`config.mk`:
```
export PLATFORM = sky130hd
export DESIGN_NAME = count_monitor
export DESIGN_NICKNAME = d
export VERILOG_FILES = /design/src/rtl/count_monitor.sv
export SDC_FILE = /design/constraint.sdc
export NUM_CORES = 1
export LEC_CHECK = 0
export BUFFER_PORTS_ARGS = -buffer_cell sky130_fd_sc_hd__buf_4
export CAP_MARGIN = 10
export CORE_MARGIN = 8
export CORE_UTILIZATION = 55
export CTS_CLUSTER_DIAMETER = 150
export DETAILED_ROUTE_END_ITERATION = 8
export PLACE_DENSITY = 0.87
export RECOVER_POWER = 50
export SLEW_MARGIN = 20
export SYNTH_ARGS = -nofsm -noshare
export SYNTH_HDL_FRONTEND = slang
export SYNTH_SLANG_ARGS = --single-unit
```
`constraint.sdc`:
```
create_clock -name Clk -period 6.3 [get_ports Clk]
set_clock_uncertainty 0.1 [all_clocks]
set_input_delay 0.945 -clock Clk [delete_from_list [all_inputs] [get_ports Clk]]
set_output_delay 0.945 -clock Clk [all_outputs]
set_load 0.01 [all_outputs]
```
`src/rtl/count_monitor.sv`:
```
// Watches a free-running 4-bit counter, tracks its direction and flags stalls,
// reversals, wraps and illegal jumps. Every output is registered.
module count_monitor #(
  parameter int LOCK_N = 2
) (
  input  logic       Clk,
  input  logic       reset,
  input  logic [3:0] Count,
  output logic       Dir,
  output logic       Locked,
  output logic       Stall,
  output logic       DirChange,
  output logic       WrapPulse,
  output logic       Error,
  output logic [7:0] WrapCount,
  output logic [7:0] ErrCount
);

  localparam int RW = (LOCK_N < 2) ? 1 : $clog2(LOCK_N + 1);

  typedef enum logic [2:0] {
    S_FIRST,
    S_ACQ,
    S_UP,
    S_DOWN,
    S_ERROR
  } state_t;

  state_t        state, state_nxt;
  logic [3:0]    prev;
  logic [3:0]    delta;
  logic          is_up, is_dn, is_st, is_jump, is_wrap;
  logic [RW-1:0] run, run_nxt, run_step;
  logic          run_dir, run_dir_nxt;
  logic          dir_nxt, stall_nxt, dchg_nxt, wrap_nxt, err_nxt, locked_nxt;

  always_comb begin
    delta   = Count - prev;
    is_up   = (delta == 4'd1);
    is_dn   = (delta == 4'hF);
    is_st   = (delta == 4'd0);
    is_jump = !(is_up || is_dn || is_st);
    is_wrap = (is_up && prev == 4'hF) || (is_dn && prev == 4'h0);
  end

  always_comb begin
    state_nxt   = state;
    dir_nxt     = Dir;
    run_nxt     = run;
    run_dir_nxt = run_dir;
    run_step    = '0;
    stall_nxt   = (state != S_FIRST) && is_st;
    wrap_nxt    = (state != S_FIRST) && is_wrap;
    dchg_nxt    = 1'b0;
    err_nxt     = 1'b0;
    case (state)
      S_FIRST: state_nxt = S_ACQ;
      S_ACQ: begin
        // Jumps while acquiring are not errors: nothing has been locked yet.
        if (is_up) begin
          state_nxt = S_UP;
          dir_nxt   = 1'b1;
        end else if (is_dn) begin
          state_nxt = S_DOWN;
          dir_nxt   = 1'b0;
        end
      end
      S_UP: begin
        if (is_dn) begin
          state_nxt = S_DOWN;
          dir_nxt   = 1'b0;
          dchg_nxt  = 1'b1;
        end else if (is_jump) begin
          state_nxt = S_ERROR;
          err_nxt   = 1'b1;
          run_nxt   = '0;
        end
      end
      S_DOWN: begin
        if (is_up) begin
          state_nxt = S_UP;
          dir_nxt   = 1'b1;
          dchg_nxt  = 1'b1;
        end else if (is_jump) begin
          state_nxt = S_ERROR;
          err_nxt   = 1'b1;
          run_nxt   = '0;
        end
      end
      S_ERROR: begin
        if (is_jump) begin
          err_nxt = 1'b1;
          run_nxt = '0;
        end else if (is_up || is_dn) begin
          // A run restarts at 1 on reversal; a stall leaves it untouched.
          if (run == '0 || run_dir == is_up) run_step = run + RW'(1);
          else                               run_step = RW'(1);
          run_nxt     = run_step;
          run_dir_nxt = is_up;
          if (run_step >= RW'(LOCK_N)) begin
            state_nxt = is_up ? S_UP : S_DOWN;
            dir_nxt   = is_up;
          end
        end
      end
      default: state_nxt = S_FIRST;
    endcase
    locked_nxt = (state_nxt == S_UP) || (state_nxt == S_DOWN);
  end

  always_ff @(posedge Clk) begin
    prev <= Count;
    if (reset) begin
      state     <= S_FIRST;
      Dir       <= 1'b1;
      Locked    <= 1'b0;
      Stall     <= 1'b0;
      DirChange <= 1'b0;
      WrapPulse <= 1'b0;
      Error     <= 1'b0;
      WrapCount <= 8'd0;
      ErrCount  <= 8'd0;
      run       <= '0;
      run_dir   <= 1'b1;
    end else begin
      state     <= state_nxt;
      Dir       <= dir_nxt;
      Locked    <= locked_nxt;
      Stall     <= stall_nxt;
      DirChange <= dchg_nxt;
      WrapPulse <= wrap_nxt;
      Error     <= err_nxt;
      run       <= run_nxt;
      run_dir   <= run_dir_nxt;
      if (wrap_nxt && WrapCount != 8'hFF) WrapCount <= WrapCount + 8'd1;
      if (err_nxt && ErrCount != 8'hFF)   ErrCount  <= ErrCount + 8'd1;
    end
  end

endmodule

```
# Word-level counts from Yosys, hierarchy flattened

Index checks and enable logic that the tools add are counted.

Register bits after elaboration: 32
Bits of input ports: 6

Add/subtract/negate cells: 4
Magnitude comparators: 1
Equality and inequality tests: 19
Muxes and demuxes: 34
Reduce and logical (&&, ||, !) cells: 21

Operators with widths:

| cell                                          | count |
|---|---|
| two-way mux 3 bit                             | 8 |
| two-way mux 2 bit                             | 9 |
| adder 8 x 1 -> 8 bit, second input constant   | 2 |
| inequality test 8 bit, second input constant  | 2 |
| case mux 3 bit (5 select lines)               | 1 |
| == test 3 x 2 -> 1 bit, second input constant | 4 |
| two-way mux 1 bit                             | 12 |
| inequality test 2 bit, second input constant  | 6 |
| == test 4 bit, second input constant          | 2 |
| zero test 4 bit                               | 2 |
| logical AND 1 bit                             | 6 |
| case mux 2 bit (3 select lines)               | 1 |
| nonzero test 3 bit                            | 2 |
| logical OR 1 bit                              | 5 |
| AND reduction 5 bit                           | 1 |
| == test 4 x 1 -> 1 bit, second input constant | 1 |
| case mux 1 bit (4 select lines)               | 1 |
| AND reduction 4 bit                           | 1 |
| nonzero test 4 bit                            | 1 |
| subtractor 4 bit                              | 1 |
| == test 3 x 1 -> 1 bit, second input constant | 1 |
| == test 3 bit, second input constant          | 1 |
| zero test 3 bit                               | 1 |
| inequality test 3 bit, second input constant  | 1 |
| 7 further kinds                               | 7 |

# Depth between registers and ports, before layout

Gate-level depths: netlist of the first run.

Depth in word-level cells: 15
Depth in mapped cells: 11
Mapped depth without buffers: 11

# Worst setup path after synthesis of the first run

Ideal clock, no wire load.

Path kind: input port to flip-flop
Start point: input Count[0]
End point: register WrapCount[7]
Setup time: 0.123 ns
Data arrival time: 3.153 ns
Required time: 6.077 ns
Setup slack: 2.924 ns
Cell stages on the path: 11
Path buffers: 0
Path through: inv_1 ha_1 inv_1 fa_1 xor2_2 or3_1 a211oi_1 o21bai_2 nor2_2 nand4_1 mux2_1

Cells in the longest elaborated chain, start to end: 6
Elaborated cells between the ends (all ways): 8
Those cells by class: add/sub (1); eq/ne (2); reduce/logical (5)

RTL lines:

| what                                                           | line   | source |
|---|---|---|
| start: declaration                                             | 8      | `input logic [3:0] Count,` |
| subtractor 4 bit (*)                                           | 38     | `delta = Count - prev;` |
| == test 4 x 1 -> 1 bit / == test 4 bit (equally long branches) | 39, 40 |  |
| logical AND 1 bit                                              | 43     | `is_wrap = (is_up && prev == 4'hF) \|\| (is_dn && prev == 4'h0);` |
| logical OR 1 bit (*)                                           | 43     |  |
| logical AND 1 bit (*)                                          | 53     | `wrap_nxt = (state != S_FIRST) && is_wrap;` |
| logical AND 1 bit (*)                                          | 135    | `if (wrap_nxt && WrapCount != 8'hFF) WrapCount <= WrapCount + 8'd1;` |
| end signal: assignment                                         | 135    |  |
| end: declaration                                               | 15     | `output logic [7:0] WrapCount,` |

Every way passes the cells marked *; elsewhere a longest branch is shown, timed or not.
A chain may end at the register's enable or synchronous reset.

# Final worst setup path of the first run

Start point: input Count[0]
End point: register Dir

Cells in the longest elaborated chain, start to end: 11
Elaborated cells between the ends (all ways): 24
Those cells by class: add/sub (1); order compare (1); eq/ne (7); mux (10); reduce/logical (5)

RTL lines:

| what                              | line | source |
|---|---|---|
| subtractor 4 bit (*)              | 38   |  |
| == test 4 x 1 -> 1 bit            | 39   | `is_up = (delta == 4'd1);` |
| == test 1 bit                     | 96   | `if (run == '0 \|\| run_dir == is_up) run_step = run + RW'(1);` |
| logical OR 1 bit                  | 96   |  |
| two-way mux 2 bit                 | 96   |  |
| two-way mux 2 bit                 | 94   | `end else if (is_up \|\| is_dn) begin` |
| two-way mux 2 bit                 | 91   | `if (is_jump) begin` |
| two-way mux 2 bit                 | 56   | `case (state)` |
| greater-or-equal comparator 2 bit | 100  | `if (run_step >= RW'(LOCK_N)) begin` |
| inequality test 2 bit (no line)   | n/a  |  |
| AND reduction 5 bit (no line)     | n/a  |  |
| end signal: assignment            | 127  | `Dir <= dir_nxt;` |
| end: declaration                  | 9    | `output logic Dir,` |

Every way passes the cells marked *; elsewhere a longest branch is shown, timed or not. The select of a mux whose other input is x is not followed.

==> key figures, run 1 <==
Global route
  • Met1 Use GR: 18.1%
  • First-pass GRT wire length: 6310 um
  • GRT Util Overall: 14.9%
  • GRT busiest layer: met2
  • Largest net degree at the start of global routing: 31
  • Met2 Usage GRT: 23.4%
  • Gr ovfl total: 0
  • Antenna violations before repair: 0
  • Vias in the first global route: 1434
  • Grt met3 use: 4.55%

Finish
  • Final cell count without fillers: 265
  • Layout cells sized above 1: 14.0%
  • # diodes: 0
  • Core Util, Final: 64.0%
  • Synth-to-layout area growth: 12.4%
  • Fin nets: 233

Timing
  • Slew @ Worst Pin: 734 ps
  • Tcrit/Tclk final: 52.6%
  • Final Hold Fails: 0
  • Slew headroom: 50.8%
  • RSZ-0062 raised after global routing: false
  • PnR worst setup slack: 2980 ps
  • Finish-stage setup viols: 0
  • Max Fclk: 302 MHz
  • Tmin final: 3320 ps
  • Fin Setup TNS: 0 ps
  • Slew Limit Fails: 0

Floorplan
  • Full die area: 5180 um^2
  • Die width: 72.0 um
  • Row count: 20
  • Initial core utilization: 56.9%
  • Core area: 3030 um^2
  • Top-Level Pins: 28
  • Die Ht: 72.0 um

Route
  • Via density: 5.51
  • ANT nets after route: 0
  • Total wire length: 3580 um
  • Post-route DRC: 0
  • First DRT Iteration DRCs: 76
  • Drt pass-1 iters: 4
  • Routed length per instance: 13.5 um
  • Total number of vias: 1461

Power
  • Clock share of power: 36.1%
  • Pint: 0.000311 W
  • Gate power share: 13.5%
  • Switching power: 0.000108 W
  • Total power: 0.000419 W
  • VDD IR max: 0.161 mV
  • Sequential power share: 50.5%
  • Pwr Density: 216 nW/um^2
  • Switching portion of total power: 25.8%
  • P_leak: 0.670 nW

Yosys
  • Top-count cell post-synth: dfxtp_1
  • Ys Warns: 0
  • Post-synth top area share: 37.2%
  • Synth top cells by count: 32 x dfxtp_1, 25 x nor2_1, 12 x a21oi_1
  • Synth Instances: 192
  • Ys async rst share: 0%
  • Register area share after synthesis: 37.2%
  • Area leader, netlist: dfxtp_1
  • Top cells by area, synth: dfxtp_1 37%, nor2_1 5.4%, xnor2_1 4.6%
  • Synth Net Count: 205
  • Number of flops mapped to enable cells by yosys: 0
  • Count of state elements after synthesis: 32
  • Synth Flop Type: dfxtp_1
  • Synth cell types: 54
  • Avg Inst Size Synth: 8.97 um^2
  • Post-Syn Area: 1720 um^2

Clock tree
  • Post-CTS sizing: 0
  • # Post-CTS Setup Buffers: 0
  • Htree depth: 2
  • CTS tree: done
  • Root Buffer: clkbuf_4
  • Worst-skew pair later-pin latency: 320 ps
  • Clk pin slew, worst setup/hold paths: 110 ps
  • Cts bufs inserted: 5
  • CTS max path bufs: 2
  • Hold buffers post-CTS: 0
  • Clock sinks: 32

Setup path
  • CP Capture Point: Dir
  • Setup slack, reg-to-reg: 3330 ps
  • Worst r2r src: prev[2]
  • Crit path DAT: 3490 ps
  • Critical path startpoint: Count[0]
  • CP Max Fanout: 8
  • R2R cell count: 9
  • CP required: 6470 ps
  • Worst Setup Start Kind: primary input
  • Crit Path Class: primary input to flop
  • Critical path endpoint category: flop
  • R2r endpoint: Dir

Placement
  • PortBufs: 27
  • DP Wirelength: 2650 um
  • Placer Congestion: 0.884
  • Placed Cells: 257
  • Place WS: 2640 ps

Run
  • Max-Cap Viols: 0

Worst hold path
  • Hold Crit Class: flop to flop

Status
  • Outcome: completed
[cell families (layout without fill, tap and decap cells)]
kind of cell / after synthesis / after routing / share of synthesized area (%)
AOI/OAI and AO/OA: 39 / 39 / 16.6
xor gates and xnor gates: 13 / 13 / 7.05
adders and majority gates: 7 / 7 / 5.52
buffers and inverters: 13 / 42 / 2.98
DFF: 32 / 32 / 37.2
muxes: 3 / 3 / 1.82
and+or+nand+nor: 85 / 85 / 28.8
[critical path, cell delays in order]
cell       delay, ps
clkbuf_4         110
inv_1             50
ha_1             160
inv_1             60
fa_1             400
xor2_2           210
or3_1            360
a21oi_2          300
xnor2_1          220
o2111ai_2        150
a221oi_2         320
mux2i_1          200
[per-layer routing]
layer	vias to the layer above	share of wire [%]
li1	745	-
met1	680	49
met2	30	45
met3	6	4.5
met4	0	1.8
met5	-	0
[per-stage QoR]
| step | instance area (um^2) | hold WS, ps |
|---|---|---|
| after global routing | 1940 | 410 |
| after CTS | 2030 | 387 |
| after detailed placement | 1960 | 364 |
| after global placement | 1960 | 361 |
| final | 1940 | 389 |
| after floorplan | 1720 | 342 |
[power by group through the flow]
stage	logic, W	registers, W	clock network [W]
2_1_floorplan	0.0000475	0.000214	0
3_3_place_gp	0.0000575	0.000216	0
3_5_place_dp	0.0000588	0.000216	0
4_1_cts	0.0000593	0.000211	0.000156
5_1_grt	0.0000632	0.000212	0.000166
6_report	0.0000565	0.000211	0.000151
[cell usage in the layout, fill, tap and decap left out, types with 2 or more instances in the layout]
cell type and n:
a211o_1 2, a211oi_1 4, a21oi_1 12, a21oi_2 2, and3_1 3, clkbuf_1 25, clkbuf_4 7, dfxtp_1 32
ha_1 6, inv_1 7, mux2i_1 2, nand2_1 10, nand2b_1 2, nand3_1 7, nand3_2 2, nand4_1 4
nor2_1 25, nor2b_1 3, nor3_1 8, nor3_2 3, nor4_1 2, o211ai_1 2, o21ai_0 6, or3_1 3
or4_4 2, xnor2_1 9, xor2_1 3
[cell type report]
cell class                      count  area (um^2)
Fill cell                         288         1090
Multi-Input combinational cell    147         1030
Sequential cell                    32          641
Timing Repair Buffer               27          113
Tap cell                           44         55.1
Clock buffer                        6         41.3
Clock inverter                      2         35.0
Inverter                            7         26.3
[sequential cells by signal, summed over array words and instances, names as in the netlist, 2 cells and up]
name	flops
ErrCount	8
WrapCount	8
state	3
prev	4
run	2
[worst min path at each step]
| stage | to | cells after the start | start |
|---|---|---|---|
| final | run[1] | 1 | run[1] |
| after global routing | run[1] | 1 | run[1] |
| after CTS | run[1] | 1 | run[1] |
| after detailed placement | run[1] | 1 | run[1] |
| after global placement | run[1] | 1 | run[1] |
| after floorplan | run[1] | 1 | run[1] |
Note: power is estimated with default switching activity, not from simulation.
==> run 2: changes to the inputs <==
- clock period: 6.3 -> 3.1 ns (I/O delays scaled with it)
==> run 2 against run 1 <==
Net effect: clock-buffer cell count shrank 1; via count grew 3.8%; total power grew 93%; critical endpoint unchanged; largest cell class unchanged.
==> key figures, run 2 (same netlist as run 1, synthesis figures left out) <==
Timing
  • Max Fclk: 348 MHz
  • Slew Limit Fails: 0 (unchanged)
  • Fin Setup TNS: 0 ps (unchanged)
  • Finish-stage setup viols: 0 (unchanged)
  • Tcrit/Tclk final: 92.7%
  • Tmin final: 2870 ps
  • PnR worst setup slack: 225 ps (-2760 ps)
  • Final Hold Fails: 0 (unchanged)
  • RSZ-0062 raised after global routing: false
  • Slew @ Worst Pin: 648 ps (-85.3 ps)
  • Slew headroom: 56.4% (+5.6 points)

Setup path
  • Critical path startpoint: prev[0]
  • Crit path DAT: 3060 ps (-430 ps)
  • CP Max Fanout: 5 (-3)
  • Critical path endpoint category: flop
  • Worst Setup Start Kind: flop
  • CP required: 3290 ps (-3180 ps)
  • Slowest CP cell: or3_1
  • CP Capture Point: Dir
  • Crit Path Class: flop to flop
  • R2R cell count: 11 (+2)
  • Setup slack, reg-to-reg: 230 ps (-3100 ps)
  • Worst r2r src: prev[0]
  • Crit-path cells: ha_1 > inv_1 > fa_1 > xor2_2 > buf_4 > nand3_2 > or3_1 > nand2b_1 > nand2_1 > a221oi_2 > mux2i_1
  • R2r endpoint: Dir
  • Max incr delay on CP: 480 ps (+80 ps)

Clock tree
  • Hold buffers post-CTS: 0 (unchanged)
  • Post-CTS sizing: 0 (unchanged)
  • CTS tree: done
  • Clock sinks: 32 (unchanged)
  • CTS max path bufs: 2 (unchanged)
  • Worst-skew pair later-pin latency: 350 ps (+30 ps)
  • Htree depth: 2 (unchanged)
  • Clk pin slew, worst setup/hold paths: 110 ps (about the same)
  • Cts bufs inserted: 5 (unchanged)
  • Root Buffer: clkbuf_4
  • # Post-CTS Setup Buffers: 0 (unchanged)

Route
  • First DRT Iteration DRCs: 129 (+70%)
  • Total wire length: 3810 um (+6.5%)
  • Via density: 5.60 (+1.5%)
  • ANT nets after route: 0 (unchanged)
  • Routed length per instance: 14.1 um (+4.1%)
  • Total number of vias: 1517 (+3.8%)
  • Drt pass-1 iters: 5 (+1)
  • Post-route DRC: 0 (unchanged)

Finish
  • Fin nets: 239 (+2.6%)
  • Commonest cells after routing, fill and taps aside: 32 x dfxtp_1, 25 x nor2_1, 25 x clkbuf_1
  • Synth-to-layout area growth: 14.2%
  • Largest regs: ErrCount: 8 flops, WrapCount: 8 flops, prev: 4 flops
  • Commonest non-fill, non-tap cell in the layout: dfxtp_1
  • # diodes: 0 (unchanged)
  • Layout cells sized above 1: 16.7% (+2.7 points)

Floorplan
  • Die width: 72.0 um (unchanged)
  • Row count: 20 (unchanged)
  • Core area: 3030 um^2 (unchanged)
  • Die Ht: 72.0 um (unchanged)
  • Initial core utilization: 56.9% (unchanged)
  • Top-Level Pins: 28 (unchanged)
  • Full die area: 5180 um^2 (unchanged)

Worst hold path
  • Hold path start: Count[0]
  • Hold Crit Class: primary input to flop

Placement
  • Place WS: 11.0 ps (-2630 ps)
  • Placer Congestion: 0.872 (-1.4%)
  • PortBufs: 27 (unchanged)
  • DP Wirelength: 2830 um (+6.7%)

Global route
  • Antenna violations before repair: 0 (unchanged)
  • Largest net degree at the start of global routing: 31 (unchanged)
  • Vias in the first global route: 1433 (-0.070%)
  • GRT Util Overall: 15.4% (+0.51 points)
  • First-pass GRT wire length: 6450 um (+2.3%)
  • Gr ovfl total: 0 (unchanged)

Status
  • Outcome: completed

Power
  • P_leak: 0.681 nW (+1.7%)
  • Pwr Density: 412 nW/um^2 (+90%)
  • VDD IR max: 0.316 mV (+96%)

Run
  • Max-Cap Viols: 0 (unchanged)
-- run 2: cell type report --
type,count,area [um^2]
Tap cell,44,55.1
Fill cell,271,1060
Sequential cell,32,641
Clock inverter,3,23.8
Inverter,7,26.3
Multi-Input combinational cell,147,1030
Timing Repair Buffer,33,154
Clock buffer,5,37.5
-- run 2: how the worst min path moves through the flow --
stage	endpoint	cells after the start
finish	prev[0]	1
global route	prev[0]	1
CTS	prev[0]	1
detailed placement	run[1]	1
global placement	run[1]	1
floorplan	run[1]	1
-- run 2: metal layers --
layer,vias up,wire [um],share of wire [%],global-route usage (%)
li1,757,-,-,-
met1,716,1730,45,18.3
met2,38,1820,48,24.3
met3,6,188,4.9,5.37
met4,0,66,1.7,7.03
met5,-,0,0,0
-- run 2: report_power, final --
part | internal [W] | leakage [nW] | switching, W
Clock | 0.0000891 | 0.0274 | 0.000167
Combinational | 0.0000504 | 0.394 | 0.0000745
Sequential | 0.000419 | 0.260 | 0.0000109
Total | 0.000558 | 0.681 | 0.000252
-- run 2: worst max-delay path, delay by kind of cell (launching register included) --
kind                     cells  cell delay (ps)
adder cells (fa/ha/maj)      2              600
AND/OR/NAND/NOR              4              850
XOR/XNOR                     1              170
buffers and inverters        2              190
flip-flops                   1              390
multiplexers                 1              220
AO/OA/AOI/OAI                1              290
-- run 2: per-stage QoR --
stage | hold slack (ps) | cell area [um^2] | std cells | util, % | power [W]
after CTS | 112 | 2060 | 271 | 68.1 | 0.000819
final | 144 | 1970 | 271 | 65.0 | 0.000810
after global placement | 360 | 2000 | 263 | 66.1 | 0.000564
after floorplan | 342 | 1720 | 192 | - | 0.000531
after detailed placement | 359 | 2000 | 263 | 66.1 | 0.000567
after global routing | 125 | 1970 | 271 | 65.0 | 0.000853
